**src/rtl/prog_ctr_fetch_pkg.sv**
```systemverilog
// Shared definitions for the fetch stage: FSM encoding, PC width and the
// branch-take equation used by the branch resolver.
package prog_ctr_fetch_pkg;

  localparam int PC_W = 10;

  typedef enum logic [1:0] {
    IDLE = 2'd0,
    RUN  = 2'd1,
    HALT = 2'd2
  } fetch_state_t;

  function automatic logic branch_take(
    input logic branch_ez,
    input logic branch_nz,
    input logic branch_always,
    input logic zero_flag
  );
    return branch_always | (branch_ez & zero_flag) | (branch_nz & ~zero_flag);
  endfunction

endpackage

```
**src/rtl/prog_ctr_fetch_branch_resolve.sv**
```systemverilog
// Combinational branch resolution: decides whether the decoder's strobes take
// a branch and chooses between the zero-extended target and the sequential PC.
module prog_ctr_fetch_branch_resolve
  import prog_ctr_fetch_pkg::*;
#(
  parameter int T = PC_W,
  parameter int W = 8
) (
  input  logic         branch_ez,
  input  logic         branch_nz,
  input  logic         branch_always,
  input  logic         zero_flag,
  input  logic [W-1:0] target_reg,
  input  logic [T-1:0] pc_p1,
  output logic         take,
  output logic [T-1:0] next_pc,
  output logic         wrap
);

  logic [T-1:0] target_ext;

  // Target zero-extension, branch select and sequential-wrap detection
  always_comb begin
    target_ext = {T{1'b0}};
    target_ext[W-1:0] = target_reg;
    take = branch_take(branch_ez, branch_nz, branch_always, zero_flag);
    if (take) begin
      next_pc = target_ext;
      wrap    = 1'b0;
    end else begin
      next_pc = pc_p1;
      // pc_p1 only reads zero when pc was all-ones
      wrap    = (pc_p1 == {T{1'b0}});
    end
  end

endmodule

```
**src/rtl/prog_ctr_fetch.sv**
```systemverilog
// Program counter and fetch sequencer: IDLE/RUN/HALT handshake, PC register,
// saturating retired-instruction counter and sticky PC-wrap flag.
module prog_ctr_fetch
  import prog_ctr_fetch_pkg::*;
#(
  parameter int             T        = PC_W,
  parameter int             W        = 8,
  parameter logic [T-1:0]   START_PC = {T{1'b0}},
  parameter int             CNT_W    = 16
) (
  input  logic             clk,
  input  logic             reset,
  input  logic             start,
  input  logic             stall,
  input  logic             branch_ez,
  input  logic             branch_nz,
  input  logic             branch_always,
  input  logic             zero_flag,
  input  logic [W-1:0]     target_reg,
  input  logic             done_in,
  output logic [T-1:0]     pc,
  output logic [T-1:0]     pc_p1,
  output logic             running,
  output logic             done,
  output logic [CNT_W-1:0] retired,
  output logic             pc_wrap_err
);

  fetch_state_t     state;
  fetch_state_t     state_next;
  logic [T-1:0]     pc_next;
  logic [CNT_W-1:0] retired_next;
  logic             wrap_err_next;
  logic             take;
  logic [T-1:0]     resolved_pc;
  logic             wrap;

  function automatic logic [CNT_W-1:0] sat_inc(input logic [CNT_W-1:0] val);
    if (val == {CNT_W{1'b1}}) begin
      return val;
    end else begin
      return val + {{(CNT_W-1){1'b0}}, 1'b1};
    end
  endfunction

  assign pc_p1 = pc + {{(T-1){1'b0}}, 1'b1};

  prog_ctr_fetch_branch_resolve #(
    .T (T),
    .W (W)
  ) u_branch_resolve (
    .branch_ez     (branch_ez),
    .branch_nz     (branch_nz),
    .branch_always (branch_always),
    .zero_flag     (zero_flag),
    .target_reg    (target_reg),
    .pc_p1         (pc_p1),
    .take          (take),
    .next_pc       (resolved_pc),
    .wrap          (wrap)
  );

  // Next-state, next-PC, counter and error-flag selection
  always_comb begin
    state_next    = state;
    pc_next       = pc;
    retired_next  = retired;
    wrap_err_next = pc_wrap_err;
    case (state)
      IDLE, HALT: begin
        if (start) begin
          state_next    = RUN;
          pc_next       = START_PC;
          retired_next  = {CNT_W{1'b0}};
          wrap_err_next = 1'b0;
        end else begin
          state_next = state;
        end
      end
      RUN: begin
        if (stall) begin
          state_next = RUN;
        end else if (done_in) begin
          // pc stays on the DNE address, which still retires
          state_next   = HALT;
          retired_next = sat_inc(retired);
        end else begin
          pc_next      = resolved_pc;
          retired_next = sat_inc(retired);
          if (wrap) begin
            wrap_err_next = 1'b1;
          end else begin
            wrap_err_next = pc_wrap_err;
          end
        end
      end
      default: begin
        state_next = IDLE;
        pc_next    = START_PC;
      end
    endcase
  end

  // State, PC, counter, flag and status-output registers
  always_ff @(posedge clk) begin
    if (reset) begin
      state       <= IDLE;
      pc          <= START_PC;
      retired     <= {CNT_W{1'b0}};
      pc_wrap_err <= 1'b0;
      running     <= 1'b0;
      done        <= 1'b0;
    end else begin
      state       <= state_next;
      pc          <= pc_next;
      retired     <= retired_next;
      pc_wrap_err <= wrap_err_next;
      running     <= (state_next == RUN);
      done        <= (state_next == HALT);
    end
  end

endmodule
```
**config.mk**
```make
export PLATFORM = sky130hd
export DESIGN_NAME = prog_ctr_fetch
export DESIGN_NICKNAME = d
export VERILOG_FILES = /design/src/rtl/prog_ctr_fetch_pkg.sv /design/src/rtl/prog_ctr_fetch_branch_resolve.sv /design/src/rtl/prog_ctr_fetch.sv
export SDC_FILE = /design/constraint.sdc
export NUM_CORES = 1
export LEC_CHECK = 0
export ABC_AREA = 0
export CAP_MARGIN = 10
export CORE_MARGIN = 10
export CORE_UTILIZATION = 47
export CTS_CLUSTER_SIZE = 10
export DETAILED_ROUTE_END_ITERATION = 12
export GPL_ROUTABILITY_DRIVEN = 0
export MAX_ROUTING_LAYER = met4
export PLACE_DENSITY_LB_ADDON = 0.3
export SLEW_MARGIN = 20
export SYNTH_ARGS = -nofsm -noshare
export SYNTH_HDL_FRONTEND = slang
export SYNTH_HIERARCHICAL = 1
export SYNTH_SLANG_ARGS = --single-unit
```
**constraint.sdc**
```tcl
create_clock -name clk -period 2.06 [get_ports clk]
set_clock_uncertainty 0.05 [all_clocks]
set_input_delay 0.206 -clock clk [delete_from_list [all_inputs] [get_ports clk]]
set_output_delay 0.206 -clock clk [all_outputs]
set_load 0.05 [all_outputs]
```
==> results.env <==
FMAX_MHz=501
FIN_SETUP_TNS_NS=0
CRITICAL_PATH.ENDPOINT_TYPE='flip-flop'
PLACE.PORT_BUFFERS=55
CRITICAL_PATH.STARTPOINT_TYPE='flip-flop'
TRITONCTS='built'
SYNTHCELLS=225
GRT_PASS1_VIAS=1928
PIN_COUNT_OF_THE_BIGGEST_NET_ENTERING_GLOBAL_ROUTING=36
WORST_IR_DROP_VDD_uV=324
ANTENNA_VIOLATIONS_BEFORE_REPAIR=0
DR.PASS1.ITERS=4
SYNTHTOLAYOUTAREAGROWTH_PCT=53.0
RSZ0062_AT_GRT='yes'
MINIMUM_CLOCK_PERIOD_AFTER_LAYOUT_NS=2.00
N_ANTENNA_CELL=0
CRIT_PATH_MAX_FANOUT=4
TOTALPOWERFINAL_mW=1.42
CRITICAL_PATH.REG2REG.STARTPOINT='pc[5]'
WORSTSKEWPAIRLATENCY_NS=0.29
GLOBALROUTE.TOTALOVERFLOW=0
POWER.STATIC_LEAKAGE_nW=1.02
R2R.WORST_PATH.CELLS=9
WORST-SETUP-PATH-TYPE='reg2reg'
DETAIL_ROUTE.ITER0.VIOLATIONS=70
TIGHTEST_SLEW_NS=0.513
OUTCOME='finished, final reports clean'
FLOORPLAN.INITIALDENSITY_PCT=49.8
PLACEMENTROWS=22
WORST_SETUP_HOLD_PATH_CLK_SLEW_NS=0.06
CLASS_OF_THE_WORST_HOLD_PATH='reg2reg'
FINALWIRELENGTH_UM=5780
MAX_SLEW_VIOLATION_COUNT=0
TIMING.HOLD.WORST_PATH_DEPTH=2
FINALHOLDVIOLATIONS=0
MAX_SLEW_MARGIN_PCT=65.7
RRSETUPSLACK_NS=0.06
DR_TOTAL_VIAS=2011
POST_CTS_RESIZED=0
WORST_HOLD_STARTPOINT='pc_wrap_err'
GRT_FIRST_PASS_WIRELENGTH_UM=9490
DRCVIOLATIONCOUNT=0
FINALSETUPVIOLCOUNT=0
FLOORPLAN.DIE_AREA_SQ_MM=0.00689
TIMING.MAX_CAP.VIOLATIONS=0
CORE-AREA_SQ_MM=0.00374
WORST_R2R_ENDPOINT='pc_wrap_err'
DP_HPWL_UM=4390
CTS.PATH.MAX_BUFFERS=2
AVGVIACOUNTPERCELL=5.97
P_PER_AREA_mW_PER_MM2=497
POST_SYNTH.CELL_AREA_AVG_SQ_UM=8.29
CTS_HOLD_BUFFERS=0
POST_SYNTH_INSTANCE_AREA_SQ_MM=0.00186
LAYOUT_WORST_PATH_CYCLE_SHARE_PCT=96.9
YS_WARN_COUNT=6
CTS_INSERTED_BUFFERS=5
CP_DATA_REQUIRED_TIME_NS=2.23
CHIPWIDTH_UM=83.0
FRACTION_OF_FINAL_LAYOUT_CELLS_SIZED_BEYOND_DRIVE_STRENGTH_1_PCT=25.3
CLKSINKCOUNT=31
WHS_ENDPOINT='pc_wrap_err'
ANT_NETS=0
CTS_HTREE_LEVELS=2
FP.DIEH_UM=83.0
GLOBAL_ROUTE.USAGE.TOTAL_PCT=16.4
BOUNDARYPINS=56
POSTCTSSETUPREPAIRBUFS=0
WORST-ENDPOINT-ARRIVAL_NS=2.17
CLK_ROOT_BUFFER_CELL='clkbuf_8'
ROUTED_WIRE_PER_STD_CELL_UM=17.1
FINAL_NET_COUNT=307
SYNTHESIZED_NETLIST_NET_COUNT=244
power by group:
group          switching, mW  internal [mW]
Combinational          0.145          0.107
Clock                  0.241          0.305
Sequential            0.0128          0.607
layout make-up:
class,count,area (sq um)
fillers,288,892
clock inverters,1,6.26
repair buffers,70,728
multi-input cells,171,1290
well taps,48,60.1
flip-flops and latches,31,641
inverters,9,33.8
clock buffers,7,96.3
flip-flops by register name, indices dropped and copies added (netlist names):
signal       cells
retired         16
done             1
running          1
pc              10
state            2
pc_wrap_err      1
per-stage QoR:
stage	worst slack, ns	instance area, sq um	hold WS (ns)	std cells	util [%]
after CTS	0.0135	2840	0.456	335	75.8
after detailed placement	0.0333	2730	0.444	327	73.0
after floorplan	-0.184	2020	0.337	225	-
after global placement	0.105	2730	0.421	327	73.0
after global routing	-0.0376	2850	0.471	337	76.2
final	0.0642	2850	0.453	337	76.2
worst max path at each step:
stage | from | endpoint | slack, ns | depth (start not counted)
after global placement | pc[3] | pc_wrap_err | 0.11 | 9
after detailed placement | pc[3] | pc_wrap_err | 0.03 | 9
final | pc[5] | pc_wrap_err | 0.06 | 9
after floorplan | pc[4] | pc_wrap_err | -0.18 | 8
after global routing | pc[5] | pc_wrap_err | -0.04 | 9
after CTS | pc[3] | pc_wrap_err | 0.01 | 9
placed cells by master, fill, tap and decap left out, types with 6 or more instances in the layout:
cell type and n:
inv_1 9, mux2_2 8, buf_12 7, clkbuf_8 7, clkdlybuf4s50_1 46, buf_4 17, nand3_1 24, nor2_1 8
dfxtp_2 7, nand4_1 6, a21oi_1 17, nand2_1 19, dfxtp_1 21, o211ai_1 10, a31oi_1 7
critical path, cell delays in order (launching register included):
cell     delay, ns
dfxtp_4       0.37
and3_4        0.18
and3_4        0.21
nand3_4       0.10
xnor2_4       0.15
or4_4         0.42
nor3_2        0.10
and3_1        0.16
a31oi_1       0.09
nor2_1        0.10
layer usage:
metal / vias up / track usage [%] / wire length [um]
met3: 6 / 4.49 / 329
li1: 986 / - / -
met1: 952 / 19.0 / 2660
met2: 67 / 26.5 / 2720
met4: 0 / 5.69 / 71
met5: - / - / 0
Power figures use the tool's default switching activity.
